## config.mk

```make
export PLATFORM = sky130hd
export DESIGN_NAME = aes128_round_engine_flat
export DESIGN_NICKNAME = d
export VERILOG_FILES = /design/src/rtl/aes128_pkg.sv /design/src/rtl/aes128_round_engine_if.sv /design/src/rtl/aes_round.sv /design/src/rtl/aes128_round_engine.sv /design/src/flat_wrapper.sv
export SDC_FILE = /design/constraint.sdc
export NUM_CORES = 2
export LEC_CHECK = 0
export CORE_AREA = 2 2 646 648
export CTS_CLUSTER_DIAMETER = 50
export DETAILED_ROUTE_END_ITERATION = 8
export DIE_AREA = 0 0 648 650
export PLACE_DENSITY_LB_ADDON = 0.2
export REMOVE_ABC_BUFFERS = 1
export SLEW_MARGIN = 25
export SYNTH_ARGS = -nofsm -noshare
export SYNTH_HDL_FRONTEND = slang
export SYNTH_SLANG_ARGS = --single-unit
```

## constraint.sdc

```tcl
create_clock -name CLK -period 4.8 [get_ports CLK]
set_clock_uncertainty 0.05 [all_clocks]
set_input_delay 0.48 -clock CLK [delete_from_list [all_inputs] [get_ports CLK]]
set_output_delay 0.48 -clock CLK [all_outputs]
set_load 0.05 [all_outputs]
```

## src/rtl/aes128_pkg.sv

```systemverilog
// Shared constants, FSM state type, S-box table and GF(2^8) helper for the AES-128 round engine.
package aes128_pkg;

    localparam int BLOCK_W    = 128;
    localparam int NUM_ROUNDS = 10;
    localparam int RND_W      = 4;

    typedef enum logic [1:0] {
        IDLE  = 2'd0,
        ROUND = 2'd1,
        DONE  = 2'd2
    } aes_state_t;

    localparam logic [7:0] SBOX [256] = '{
        8'h63, 8'h7c, 8'h77, 8'h7b, 8'hf2, 8'h6b, 8'h6f, 8'hc5, 8'h30, 8'h01, 8'h67, 8'h2b, 8'hfe, 8'hd7, 8'hab, 8'h76,
        8'hca, 8'h82, 8'hc9, 8'h7d, 8'hfa, 8'h59, 8'h47, 8'hf0, 8'had, 8'hd4, 8'ha2, 8'haf, 8'h9c, 8'ha4, 8'h72, 8'hc0,
        8'hb7, 8'hfd, 8'h93, 8'h26, 8'h36, 8'h3f, 8'hf7, 8'hcc, 8'h34, 8'ha5, 8'he5, 8'hf1, 8'h71, 8'hd8, 8'h31, 8'h15,
        8'h04, 8'hc7, 8'h23, 8'hc3, 8'h18, 8'h96, 8'h05, 8'h9a, 8'h07, 8'h12, 8'h80, 8'he2, 8'heb, 8'h27, 8'hb2, 8'h75,
        8'h09, 8'h83, 8'h2c, 8'h1a, 8'h1b, 8'h6e, 8'h5a, 8'ha0, 8'h52, 8'h3b, 8'hd6, 8'hb3, 8'h29, 8'he3, 8'h2f, 8'h84,
        8'h53, 8'hd1, 8'h00, 8'hed, 8'h20, 8'hfc, 8'hb1, 8'h5b, 8'h6a, 8'hcb, 8'hbe, 8'h39, 8'h4a, 8'h4c, 8'h58, 8'hcf,
        8'hd0, 8'hef, 8'haa, 8'hfb, 8'h43, 8'h4d, 8'h33, 8'h85, 8'h45, 8'hf9, 8'h02, 8'h7f, 8'h50, 8'h3c, 8'h9f, 8'ha8,
        8'h51, 8'ha3, 8'h40, 8'h8f, 8'h92, 8'h9d, 8'h38, 8'hf5, 8'hbc, 8'hb6, 8'hda, 8'h21, 8'h10, 8'hff, 8'hf3, 8'hd2,
        8'hcd, 8'h0c, 8'h13, 8'hec, 8'h5f, 8'h97, 8'h44, 8'h17, 8'hc4, 8'ha7, 8'h7e, 8'h3d, 8'h64, 8'h5d, 8'h19, 8'h73,
        8'h60, 8'h81, 8'h4f, 8'hdc, 8'h22, 8'h2a, 8'h90, 8'h88, 8'h46, 8'hee, 8'hb8, 8'h14, 8'hde, 8'h5e, 8'h0b, 8'hdb,
        8'he0, 8'h32, 8'h3a, 8'h0a, 8'h49, 8'h06, 8'h24, 8'h5c, 8'hc2, 8'hd3, 8'hac, 8'h62, 8'h91, 8'h95, 8'he4, 8'h79,
        8'he7, 8'hc8, 8'h37, 8'h6d, 8'h8d, 8'hd5, 8'h4e, 8'ha9, 8'h6c, 8'h56, 8'hf4, 8'hea, 8'h65, 8'h7a, 8'hae, 8'h08,
        8'hba, 8'h78, 8'h25, 8'h2e, 8'h1c, 8'ha6, 8'hb4, 8'hc6, 8'he8, 8'hdd, 8'h74, 8'h1f, 8'h4b, 8'hbd, 8'h8b, 8'h8a,
        8'h70, 8'h3e, 8'hb5, 8'h66, 8'h48, 8'h03, 8'hf6, 8'h0e, 8'h61, 8'h35, 8'h57, 8'hb9, 8'h86, 8'hc1, 8'h1d, 8'h9e,
        8'he1, 8'hf8, 8'h98, 8'h11, 8'h69, 8'hd9, 8'h8e, 8'h94, 8'h9b, 8'h1e, 8'h87, 8'he9, 8'hce, 8'h55, 8'h28, 8'hdf,
        8'h8c, 8'ha1, 8'h89, 8'h0d, 8'hbf, 8'he6, 8'h42, 8'h68, 8'h41, 8'h99, 8'h2d, 8'h0f, 8'hb0, 8'h54, 8'hbb, 8'h16
    };

    // Multiply by x in GF(2^8) modulo 0x11B.
    function automatic logic [7:0] xtime(input logic [7:0] b);
        return {b[6:0], 1'b0} ^ (b[7] ? 8'h1b : 8'h00);
    endfunction

endpackage

```

## src/rtl/aes128_round_engine_if.sv

```systemverilog
// Plaintext-in / ciphertext-out valid-ready bundle of the AES-128 round engine.
interface aes128_round_engine_if;
    import aes128_pkg::*;

    logic               in_valid;
    logic               in_ready;
    logic [BLOCK_W-1:0] in_data;
    logic               out_valid;
    logic               out_ready;
    logic [BLOCK_W-1:0] out_data;

    modport master (
        output in_valid, in_data, out_ready,
        input  in_ready, out_valid, out_data
    );

    modport slave (
        input  in_valid, in_data, out_ready,
        output in_ready, out_valid, out_data
    );
endinterface

```

## src/rtl/aes_round.sv

```systemverilog
// One combinational AES round: SubBytes, ShiftRows, optional MixColumns, AddRoundKey.
module aes_round
    import aes128_pkg::*;
(
    input  logic [BLOCK_W-1:0] state_in,
    input  logic [BLOCK_W-1:0] round_key,
    input  logic               final_round,
    output logic [BLOCK_W-1:0] state_out
);

    logic [7:0] sb [16];
    logic [7:0] sr [16];
    logic [7:0] mc [16];

    // Byte i sits at bits [127-8i -: 8]; byte index is row + 4*column.
    always_comb begin
        sb        = '{default: 8'h00};
        sr        = '{default: 8'h00};
        mc        = '{default: 8'h00};
        state_out = '0;
        for (int i = 0; i < 16; i++) begin
            sb[i] = SBOX[state_in[127-8*i -: 8]];
        end
        for (int c = 0; c < 4; c++) begin
            for (int r = 0; r < 4; r++) begin
                sr[r + 4*c] = sb[r + 4*((c + r) % 4)];
            end
        end
        for (int c = 0; c < 4; c++) begin
            mc[4*c]   = xtime(sr[4*c]) ^ xtime(sr[4*c+1]) ^ sr[4*c+1] ^ sr[4*c+2] ^ sr[4*c+3];
            mc[4*c+1] = sr[4*c] ^ xtime(sr[4*c+1]) ^ xtime(sr[4*c+2]) ^ sr[4*c+2] ^ sr[4*c+3];
            mc[4*c+2] = sr[4*c] ^ sr[4*c+1] ^ xtime(sr[4*c+2]) ^ xtime(sr[4*c+3]) ^ sr[4*c+3];
            mc[4*c+3] = xtime(sr[4*c]) ^ sr[4*c] ^ sr[4*c+1] ^ sr[4*c+2] ^ xtime(sr[4*c+3]);
        end
        for (int i = 0; i < 16; i++) begin
            state_out[127-8*i -: 8] = (final_round ? sr[i] : mc[i]) ^ round_key[127-8*i -: 8];
        end
    end

endmodule

```

## src/rtl/aes128_round_engine.sv

```systemverilog
// Iterative AES-128 encryptor, one round per clock, fed by precomputed round keys.
// Optional one-entry input buffer enabled by defining AES_INPUT_BUF_EN.
//
// state | meaning
// IDLE  | waiting for plaintext; in_ready follows key_valid
// ROUND | running rounds 1..10, rnd selects the round key
// DONE  | ciphertext held on out_data until out_ready
module aes128_round_engine
    import aes128_pkg::*;
(
    input  logic               CLK,
    input  logic               RST_N,
    input  logic [BLOCK_W-1:0] key_0,
    input  logic [BLOCK_W-1:0] key_1,
    input  logic [BLOCK_W-1:0] key_2,
    input  logic [BLOCK_W-1:0] key_3,
    input  logic [BLOCK_W-1:0] key_4,
    input  logic [BLOCK_W-1:0] key_5,
    input  logic [BLOCK_W-1:0] key_6,
    input  logic [BLOCK_W-1:0] key_7,
    input  logic [BLOCK_W-1:0] key_8,
    input  logic [BLOCK_W-1:0] key_9,
    input  logic [BLOCK_W-1:0] key_10,
    input  logic               key_valid,
    aes128_round_engine_if.slave bus,
    output logic               busy
);

    localparam logic [RND_W-1:0] LAST_RND = RND_W'(NUM_ROUNDS);

    aes_state_t         state, state_nxt;
    logic [RND_W-1:0]   rnd;
    logic [BLOCK_W-1:0] state_reg;
    logic [BLOCK_W-1:0] round_key;
    logic [BLOCK_W-1:0] round_out;
    logic [BLOCK_W-1:0] out_data_q;
    logic               out_valid_q;
    logic               in_rdy;
    logic               accept;
    logic               final_rnd;
    logic               reload;
    logic [BLOCK_W-1:0] start_data;

    assign accept    = bus.in_valid & in_rdy;
    assign final_rnd = (rnd == LAST_RND);

`ifdef AES_INPUT_BUF_EN
    logic               buf_full;
    logic [BLOCK_W-1:0] buf_data;

    // In DONE a pending block (buffered or arriving now) restarts ROUND on the handshake edge.
    assign reload     = buf_full | accept;
    assign start_data = buf_full ? buf_data : bus.in_data;

    always_ff @(posedge CLK) begin
        if (!RST_N) begin
            buf_full <= 1'b0;
            buf_data <= '0;
        end else if (state == ROUND && !key_valid) begin
            buf_full <= 1'b0;
        end else if (state == DONE && bus.out_ready) begin
            buf_full <= 1'b0;
        end else if (accept && state != IDLE) begin
            buf_full <= 1'b1;
            buf_data <= bus.in_data;
        end
    end
`else
    assign reload     = 1'b0;
    assign start_data = bus.in_data;
`endif

    always_comb begin
        case (rnd)
            4'd1:    round_key = key_1;
            4'd2:    round_key = key_2;
            4'd3:    round_key = key_3;
            4'd4:    round_key = key_4;
            4'd5:    round_key = key_5;
            4'd6:    round_key = key_6;
            4'd7:    round_key = key_7;
            4'd8:    round_key = key_8;
            4'd9:    round_key = key_9;
            default: round_key = key_10;
        endcase
    end

    aes_round u_round (
        .state_in    (state_reg),
        .round_key   (round_key),
        .final_round (final_rnd),
        .state_out   (round_out)
    );

    always_ff @(posedge CLK) begin
        if (!RST_N) state <= IDLE;
        else        state <= state_nxt;
    end

    always_comb begin
        state_nxt = state;
        case (state)
            IDLE:    if (accept) state_nxt = ROUND;
            ROUND: begin
                if (!key_valid)     state_nxt = IDLE;
                else if (final_rnd) state_nxt = DONE;
            end
            DONE:    if (bus.out_ready) state_nxt = reload ? ROUND : IDLE;
            default: state_nxt = IDLE;
        endcase
    end

    always_comb begin
        busy = RST_N & (state != IDLE);
`ifdef AES_INPUT_BUF_EN
        in_rdy = RST_N & key_valid & ~buf_full;
`else
        in_rdy = RST_N & key_valid & (state == IDLE);
`endif
    end

    always_ff @(posedge CLK) begin
        if (!RST_N) begin
            state_reg   <= '0;
            rnd         <= '0;
            out_data_q  <= '0;
            out_valid_q <= 1'b0;
        end else begin
            case (state)
                IDLE: begin
                    if (accept) begin
                        state_reg <= bus.in_data ^ key_0;
                        rnd       <= 4'd1;
                    end
                end
                ROUND: begin
                    if (!key_valid) begin
                        rnd <= '0;
                    end else begin
                        state_reg <= round_out;
                        if (final_rnd) begin
                            out_data_q  <= round_out;
                            out_valid_q <= 1'b1;
                            rnd         <= '0;
                        end else begin
                            rnd <= rnd + 4'd1;
                        end
                    end
                end
                DONE: begin
                    if (bus.out_ready) begin
                        out_valid_q <= 1'b0;
                        if (reload) begin
                            state_reg <= start_data ^ key_0;
                            rnd       <= 4'd1;
                        end
                    end
                end
                default: rnd <= '0;
            endcase
        end
    end

    assign bus.in_ready  = in_rdy;
    assign bus.out_valid = out_valid_q;
    assign bus.out_data  = out_data_q;

endmodule

```

## src/flat_wrapper.sv

```systemverilog
// flat-port wrapper written by rule: the top's interface ports become plain ports
module aes128_round_engine_flat import aes128_pkg::*;
  (CLK, RST_N, key_0, key_1, key_2, key_3, key_4, key_5, key_6, key_7, key_8, key_9, key_10, key_valid, busy, bus_in_valid, bus_in_data, bus_out_ready, bus_in_ready, bus_out_valid, bus_out_data);
  aes128_round_engine_if bus_i ();
  input  logic CLK;
  input  logic RST_N;
  input  logic [BLOCK_W-1:0] key_0;
  input  logic [BLOCK_W-1:0] key_1;
  input  logic [BLOCK_W-1:0] key_2;
  input  logic [BLOCK_W-1:0] key_3;
  input  logic [BLOCK_W-1:0] key_4;
  input  logic [BLOCK_W-1:0] key_5;
  input  logic [BLOCK_W-1:0] key_6;
  input  logic [BLOCK_W-1:0] key_7;
  input  logic [BLOCK_W-1:0] key_8;
  input  logic [BLOCK_W-1:0] key_9;
  input  logic [BLOCK_W-1:0] key_10;
  input  logic key_valid;
  output logic busy;
  input wire logic [$bits(bus_i.in_valid)-1:0] bus_in_valid;
  input wire logic [$bits(bus_i.in_data)-1:0] bus_in_data;
  input wire logic [$bits(bus_i.out_ready)-1:0] bus_out_ready;
  output wire logic [$bits(bus_i.in_ready)-1:0] bus_in_ready;
  output wire logic [$bits(bus_i.out_valid)-1:0] bus_out_valid;
  output wire logic [$bits(bus_i.out_data)-1:0] bus_out_data;
  assign bus_i.in_valid = bus_in_valid;
  assign bus_i.in_data = bus_in_data;
  assign bus_i.out_ready = bus_out_ready;
  assign bus_in_ready = bus_i.in_ready;
  assign bus_out_valid = bus_i.out_valid;
  assign bus_out_data = bus_i.out_data;
  aes128_round_engine u_core (.CLK(CLK), .RST_N(RST_N), .key_0(key_0), .key_1(key_1), .key_2(key_2), .key_3(key_3), .key_4(key_4), .key_5(key_5), .key_6(key_6), .key_7(key_7), .key_8(key_8), .key_9(key_9), .key_10(key_10), .key_valid(key_valid), .bus(bus_i), .busy(busy));
endmodule
```

Word level (Yosys, flattened, before mapping)
Memories as Yosys holds them, arrays and structs flattened.
Cells that the tools add are included.
Cells by class
  $add $sub $neg: 1
  $lt $le $gt $ge: 16
  equal/unequal tests: 17
  muxes and demuxes: 81
  bitwise logic cells: 118
  reduce and logical (&&, ||, !) cells: 9
Operator list (number)
  128-bit case mux with 9 select lines: 1
  8-bit XOR: 80
  8-bit 2-to-1 mux: 48
  128-bit 2-to-1 mux: 2
  128-bit case mux with 2 select lines: 1
  9-bit greater-or-equal comparator, second input constant: 16
  8-bit inverter with 9-bit output: 16
  128-bit XOR: 1
  8-bit by 5-bit XOR with 8-bit output: 16
  5-bit 2-to-1 mux: 16
  4-bit by 3-bit equality test with 1-bit output, second input constant: 4
  4-bit equality test, second input constant: 3
  4-bit 2-to-1 mux: 3
  4-bit case mux with 3 select lines: 1
  3-bit AND reduction: 3
  4-bit by 2-bit equality test with 1-bit output, second input constant: 2
  2-bit 2-to-1 mux: 4
  2-bit != test, second input constant: 3
  2-bit case mux with 3 select lines: 1
  2-bit nonzero test: 3
  4-bit by 1-bit adder with 4-bit output, second input constant: 1
  1-bit AND: 4
  4-bit by 1-bit equality test with 1-bit output, second input constant: 1
  4-bit AND reduction: 1
  other kinds (9): 11
Word-level totals
  register bits: 263
  ROM bits: 32768
  input port bits: 1541
  output and inout port bits: 131
  word-level logic and storage cells: 263
  memories: 16
Memory list
  (name not given): depth 256, width 8, read ports 1, clocked after Yosys merged registers in 0, write ports 0, line aes_round.sv:22  | sb[i] = SBOX[state_in[127-8*i -: 8]];
  (name not given): depth 256, width 8, read ports 1, clocked after Yosys merged registers in 0, write ports 0, line aes_round.sv:22
  (name not given): depth 256, width 8, read ports 1, clocked after Yosys merged registers in 0, write ports 0, line aes_round.sv:22
  (name not given): depth 256, width 8, read ports 1, clocked after Yosys merged registers in 0, write ports 0, line aes_round.sv:22
  (name not given): depth 256, width 8, read ports 1, clocked after Yosys merged registers in 0, write ports 0, line aes_round.sv:22
  (name not given): depth 256, width 8, read ports 1, clocked after Yosys merged registers in 0, write ports 0, line aes_round.sv:22
  +10 memories

Logic depth before layout (Yosys ltp)
  depth in word-level cells: 14
  mapped depth: 19
  depth with buffers taken out: 13

Cells and area by module
A second synthesis with hierarchy kept.
Second synthesis, totals
  cells, all modules: 12479
  area total of the unflattened synthesis: 81827.2 sq um
Modules (own cells, without submodules)
  aes_round: times used 1, cells an instance 9554, area each 59990.0 sq um, seq. area each 0.0 sq um
  aes128_round_engine: times used 1, cells an instance 2925, area each 21837.2 sq um, seq. area each 5265.0 sq um

Worst setup path after synthesis
OpenSTA, ideal clock, no wires.
  kind: flip-flop to flip-flop
  start: reg u_core.state_reg[89]
  end: reg u_core.state_reg[89]
  setup time: 120 ps
  arrival time: 4563 ps
  data required time: 4630 ps
  slack: 67 ps
  stages on the path, launching flop included: 19
  buffers on the path: 5
  period minus slack after synthesis: 4733 ps
  cell sequence: dfxtp_1 buf_2 clkbuf_1 clkbuf_1 inv_1 ha_1 buf_2 and2_1 clkbuf_1 nor2_1 mux4_2 mux4_2 mux2_2 xor2_2 xor2_2 xnor3_1 a21oi_2 xnor2_1 a21oi_1
On the way
  word-level cells in the longest chain between the ends: 14
Ends and longest elaborated chain
  from (decl): line aes128_round_engine.sv:33  | logic [BLOCK_W-1:0] state_reg;
  from (signal assigned): line aes128_round_engine.sv:132  | state_reg <= bus.in_data ^ key_0;
  from (signal assigned): line aes128_round_engine.sv:140  | state_reg <= round_out;
  from (signal assigned): line aes128_round_engine.sv:154  | state_reg <= start_data ^ key_0;
  8-bit inverter with 9-bit output (implied by the code) (*): line aes_round.sv:22
  memory read 256 x 8 bit (*)
  8-bit 2-to-1 mux (implied by the code) (*) (2 in a row): line aes_round.sv:22
  5-bit 2-to-1 mux: line aes128_pkg.sv:35  | return {b[6:0], 1'b0} ^ (b[7] ? 8'h1b : 8'h00);
  8-bit by 5-bit XOR with 8-bit output: line aes128_pkg.sv:35
  8-bit XOR (4 in a row): line aes_round.sv:30  | mc[4*c] = xtime(sr[4*c]) ^ xtime(sr[4*c+1]) ^ sr[4*c+1] ^ sr[4*c+2] ^ sr[4*c+3];
  8-bit 2-to-1 mux (*): line aes_round.sv:36  | state_out[127-8*i -: 8] = (final_round ? sr[i] : mc[i]) ^ round_key[127-8*i -: 8];
  8-bit XOR (*): line aes_round.sv:36
  128-bit 2-to-1 mux (*): line aes128_round_engine.sv:137  | if (!key_valid) begin
  128-bit case mux with 2 select lines (*): line aes128_round_engine.sv:129  | case (state)
Mark *: on every way between the ends. The rest lies on a longest branch, timed or not. The select of a mux whose other input is x is not followed.
A chain may end at the register's enable or synchronous reset.

Worst setup path in the final report
  start: reg u_core.state_reg[65]
  end: reg u_core.state_reg[40]
On the way
  word-level cells in the longest chain between the ends: 12
Ends and longest elaborated chain
  8-bit inverter with 9-bit output (implied by the code) (*): line aes_round.sv:22
  memory read 256 x 8 bit (*)
  8-bit 2-to-1 mux (implied by the code) (*) (2 in a row): line aes_round.sv:22
  5-bit 2-to-1 mux: line aes128_pkg.sv:35
  8-bit by 5-bit XOR with 8-bit output: line aes128_pkg.sv:35
  8-bit XOR: line aes_round.sv:32  | mc[4*c+2] = sr[4*c] ^ sr[4*c+1] ^ xtime(sr[4*c+2]) ^ xtime(sr[4*c+3]) ^ sr[4*c+3];
  8-bit XOR (*): line aes_round.sv:32
  8-bit 2-to-1 mux (*): line aes_round.sv:36
  8-bit XOR (*): line aes_round.sv:36
  128-bit 2-to-1 mux (*): line aes128_round_engine.sv:137
  128-bit case mux with 2 select lines (*): line aes128_round_engine.sv:129
Marks and branches as above.

==> flow_summary_export.csv <==
group,metric,value,unit
status,status,"finished, violations left",
status,violations,"DRC, setup timing",
logic_synthesis,synth_area_per_cell,6.87,µm²
place,post-place-cells,19000,
power,vdd_ir_drop_max,0.261,mV
place,io_buffers,1671,
cells_and_area,finalNonFillerCells,19500,
logic_synthesis,synth-seq-cells,263,
global_route,grt_overflow,0,
timing,holdWs,59.2,ps
die,rows,237,
worst_setup_path,start_kind,"flop",
worst_setup_path,crit_type,"reg2reg",
worst_setup_path,cpPeakStageDelay,510,ps
cells_and_area,mostFrequentLayoutCells,"clkdlybuf4s50_1 (1669), buf_4 (1361), nand2_1 (993)",
timing,tightest_slew,1220,ps
place,pre_cts_ws,21.5,ps
cells_and_area,fin_nets,15400,
cells_and_area,final_common_cell,"clkdlybuf4s50_1",
logic_synthesis,synth_cells,11800,
routing,drt_iter0_drc,20400,
timing,hold_viol,0,
flow_run,maxCapViolCount,0,
die,die_width,648,µm
timing,relSlewSlack,0.186,
cells_and_area,final_util,0.276,
clocking,insertion_delay,740,ps
clocking,hold_buffers,0,
cells_and_area,finish.instance_area,114000,µm²
cells_and_area,drive_above_1_share,0.161,
global_route,first_global_vias,110000,
die,start_util,0.196,
clocking,cts.clk_slew.worst_paths,60,ps
routing,ant_nets,0,
clocking,clockBufferDepth,3,
global_route,grt_max_degree,153,
power,power,34.0,mW
die,core_region_area,415000,µm²
timing,setup_violations,1,
routing,routed_wl,885,mm
place,hpwlAfterDp,724,mm
power,p_leak,40.3,nW
timing,rsz0062_at_grt,"no",
clocking,cts_buffers,69,
timing,final.setup.worst_slack,-32.4,ps
worst_setup_path,cp_slowest_cell,"dfxtp_1",
cells_and_area,nFillCells,46000,
routing,drt_first_pass_iters,9,
routing,wl_per_cell,45.3,µm
routing,vias,121000,
global_route,grt_usage,0.399,
logic_synthesis,synth_edf_count,0,
routing,drc,2,
worst_hold_path,min_path_type,"in2reg",
logic_synthesis,syn-cell-area,81300,µm²
timing,fin_tns_setup,-32.4,ps
logic_synthesis,ys_seq_area_frac,0.0648,
clocking,htree_levels,3,
worst_setup_path,crit_fanout,18,
timing,period_needed,4830,ps
worst_setup_path,crit_chain,"buf_4, ha_2, nor2_1, nor3_1, a311oi_1, o31ai_1, buf_4, o22ai_1, a31oi_2, buf_4, xnor2_1, xnor2_1, mux2i_1, o211ai_1, buf_4",
worst_setup_path,crit_family,"compound AO/OA/AOI/OAI gates",
logic_synthesis,async_reset_ff_frac,0,
timing,drv_slew,0,
timing,finalCritPeriodShare,1.01,
worst_setup_path,worst_ep_arrival_time,5370,ps
global_route,grt_pass1_wl,1140,mm
clocking,cts_tree,"yes",
routing,via_per_inst,6.19,
power,power_density,297,nW/µm²
clocking,cts_root_buffer,"clkbuf_16",
logic_synthesis,synth_cell_types,127,
worst_setup_path,cp.buffers_inverters,4,
die,die-area,421000,µm²
worst_setup_path,endpoint_kind,"flop",
cells_and_area,syn_to_final_growth,40.8,%
logic_synthesis,ys.warnings.count,0,
place,post_dp_cell_area,111000,µm²
die,fp.dieH,650,µm
place,routabilityCongestion,1.07,
global_route,antenna_found_initial,442,
worst_setup_path,crit_top_cell,"buf_4",
die,pin_count,1672,
cells_and_area,largest_reg_flops,130,
timing,clock.fmax,207,MHz
clocking,clkSinkCount,263,
logic_synthesis,ys.flop_type,"dfxtp_1",
worst_setup_path,required,5340,ps
path summary, 6_finish.rpt:
| check | from | endpoint | depth (start not counted) | slack, ps |
|---|---|---|---|---|
| setup / recovery | u_core.state_reg[65]$_SDFFE_PN0P_ | u_core.state_reg[40]$_SDFFE_PN0P_ | 15 | -30 |
| hold / removal | RST_N | u_core.bus.out_data[35]$_SDFFE_PN0P_ | 2 | 60 |
| setup reg to reg | u_core.state_reg[65]$_SDFFE_PN0P_ | u_core.state_reg[40]$_SDFFE_PN0P_ | 15 | -30 |
| hold reg to reg | u_core.bus.out_data[1]$_SDFFE_PN0P_ | u_core.bus.out_data[1]$_SDFFE_PN0P_ | 2 | 410 |
repair_timing:
action | in CTS | in global routing
gates cloned | 0 | 0
resized for setup | 1 | 11
setup buffers | 0 | 3
pin swaps | 0 | 1
endpoints found under the setup margin | 1 | 6
cells in the mapped netlist, types with 221 or more instances:
cell type,count,area share
xor2_1,289,0.031
o211ai_1,239,0.022
a211oi_1,237,0.022
o21ai_0,917,0.056
nand2b_1,349,0.027
ha_1,227,0.035
nand3_1,376,0.023
dfxtp_1,263,0.065
a22oi_1,283,0.026
a21oi_1,866,0.053
a31oi_1,221,0.017
clkbuf_1,778,0.036
buf_2,414,0.026
xnor2_1,531,0.057
nand2_1,1000,0.046
nor2b_1,306,0.024
nor2_1,770,0.036
nor3_1,339,0.021
logic make-up after synthesis:
family / Yosys count / share of synthesized area
compound gates: 4688 / 0.406
xor+xnor: 847 / 0.0951
fa+ha+maj: 233 / 0.0357
buf+inv: 1624 / 0.0882
flops: 263 / 0.0648
mux: 385 / 0.0808
simple gates: 3787 / 0.229
per-layer routing:
metal  vias to the layer above  part of all wire  global-route usage
met5                         -            0.0018                   0
met4                       236             0.085               0.291
met3                      2187              0.12               0.140
met2                      9353              0.42               0.583
met1                     59900              0.38               0.481
li1                      49100                 -                   -
area by class of cell:
type / count / area (µm²) / area share
inverters: 195 / 736 / 0.00643
flip-flops and latches: 263 / 5400 / 0.0472
multi-input cells: 9940 / 69200 / 0.604
well taps: 5497 / 6880 / 0.0601
repair buffers: 3132 / 29000 / 0.253
diodes: 358 / 896 / 0.00783
clock buffers: 87 / 1900 / 0.0166
clock inverters: 39 / 489 / 0.00428
power breakdown:
group	leakage [nW]	internal (mW)	switching (mW)	total [mW]
combinational	37.0	10.8	15.3	26.1
clock	1.16	3.24	1.96	5.20
sequential	2.17	2.28	0.457	2.74
Note: power is estimated with default switching activity, not from simulation.
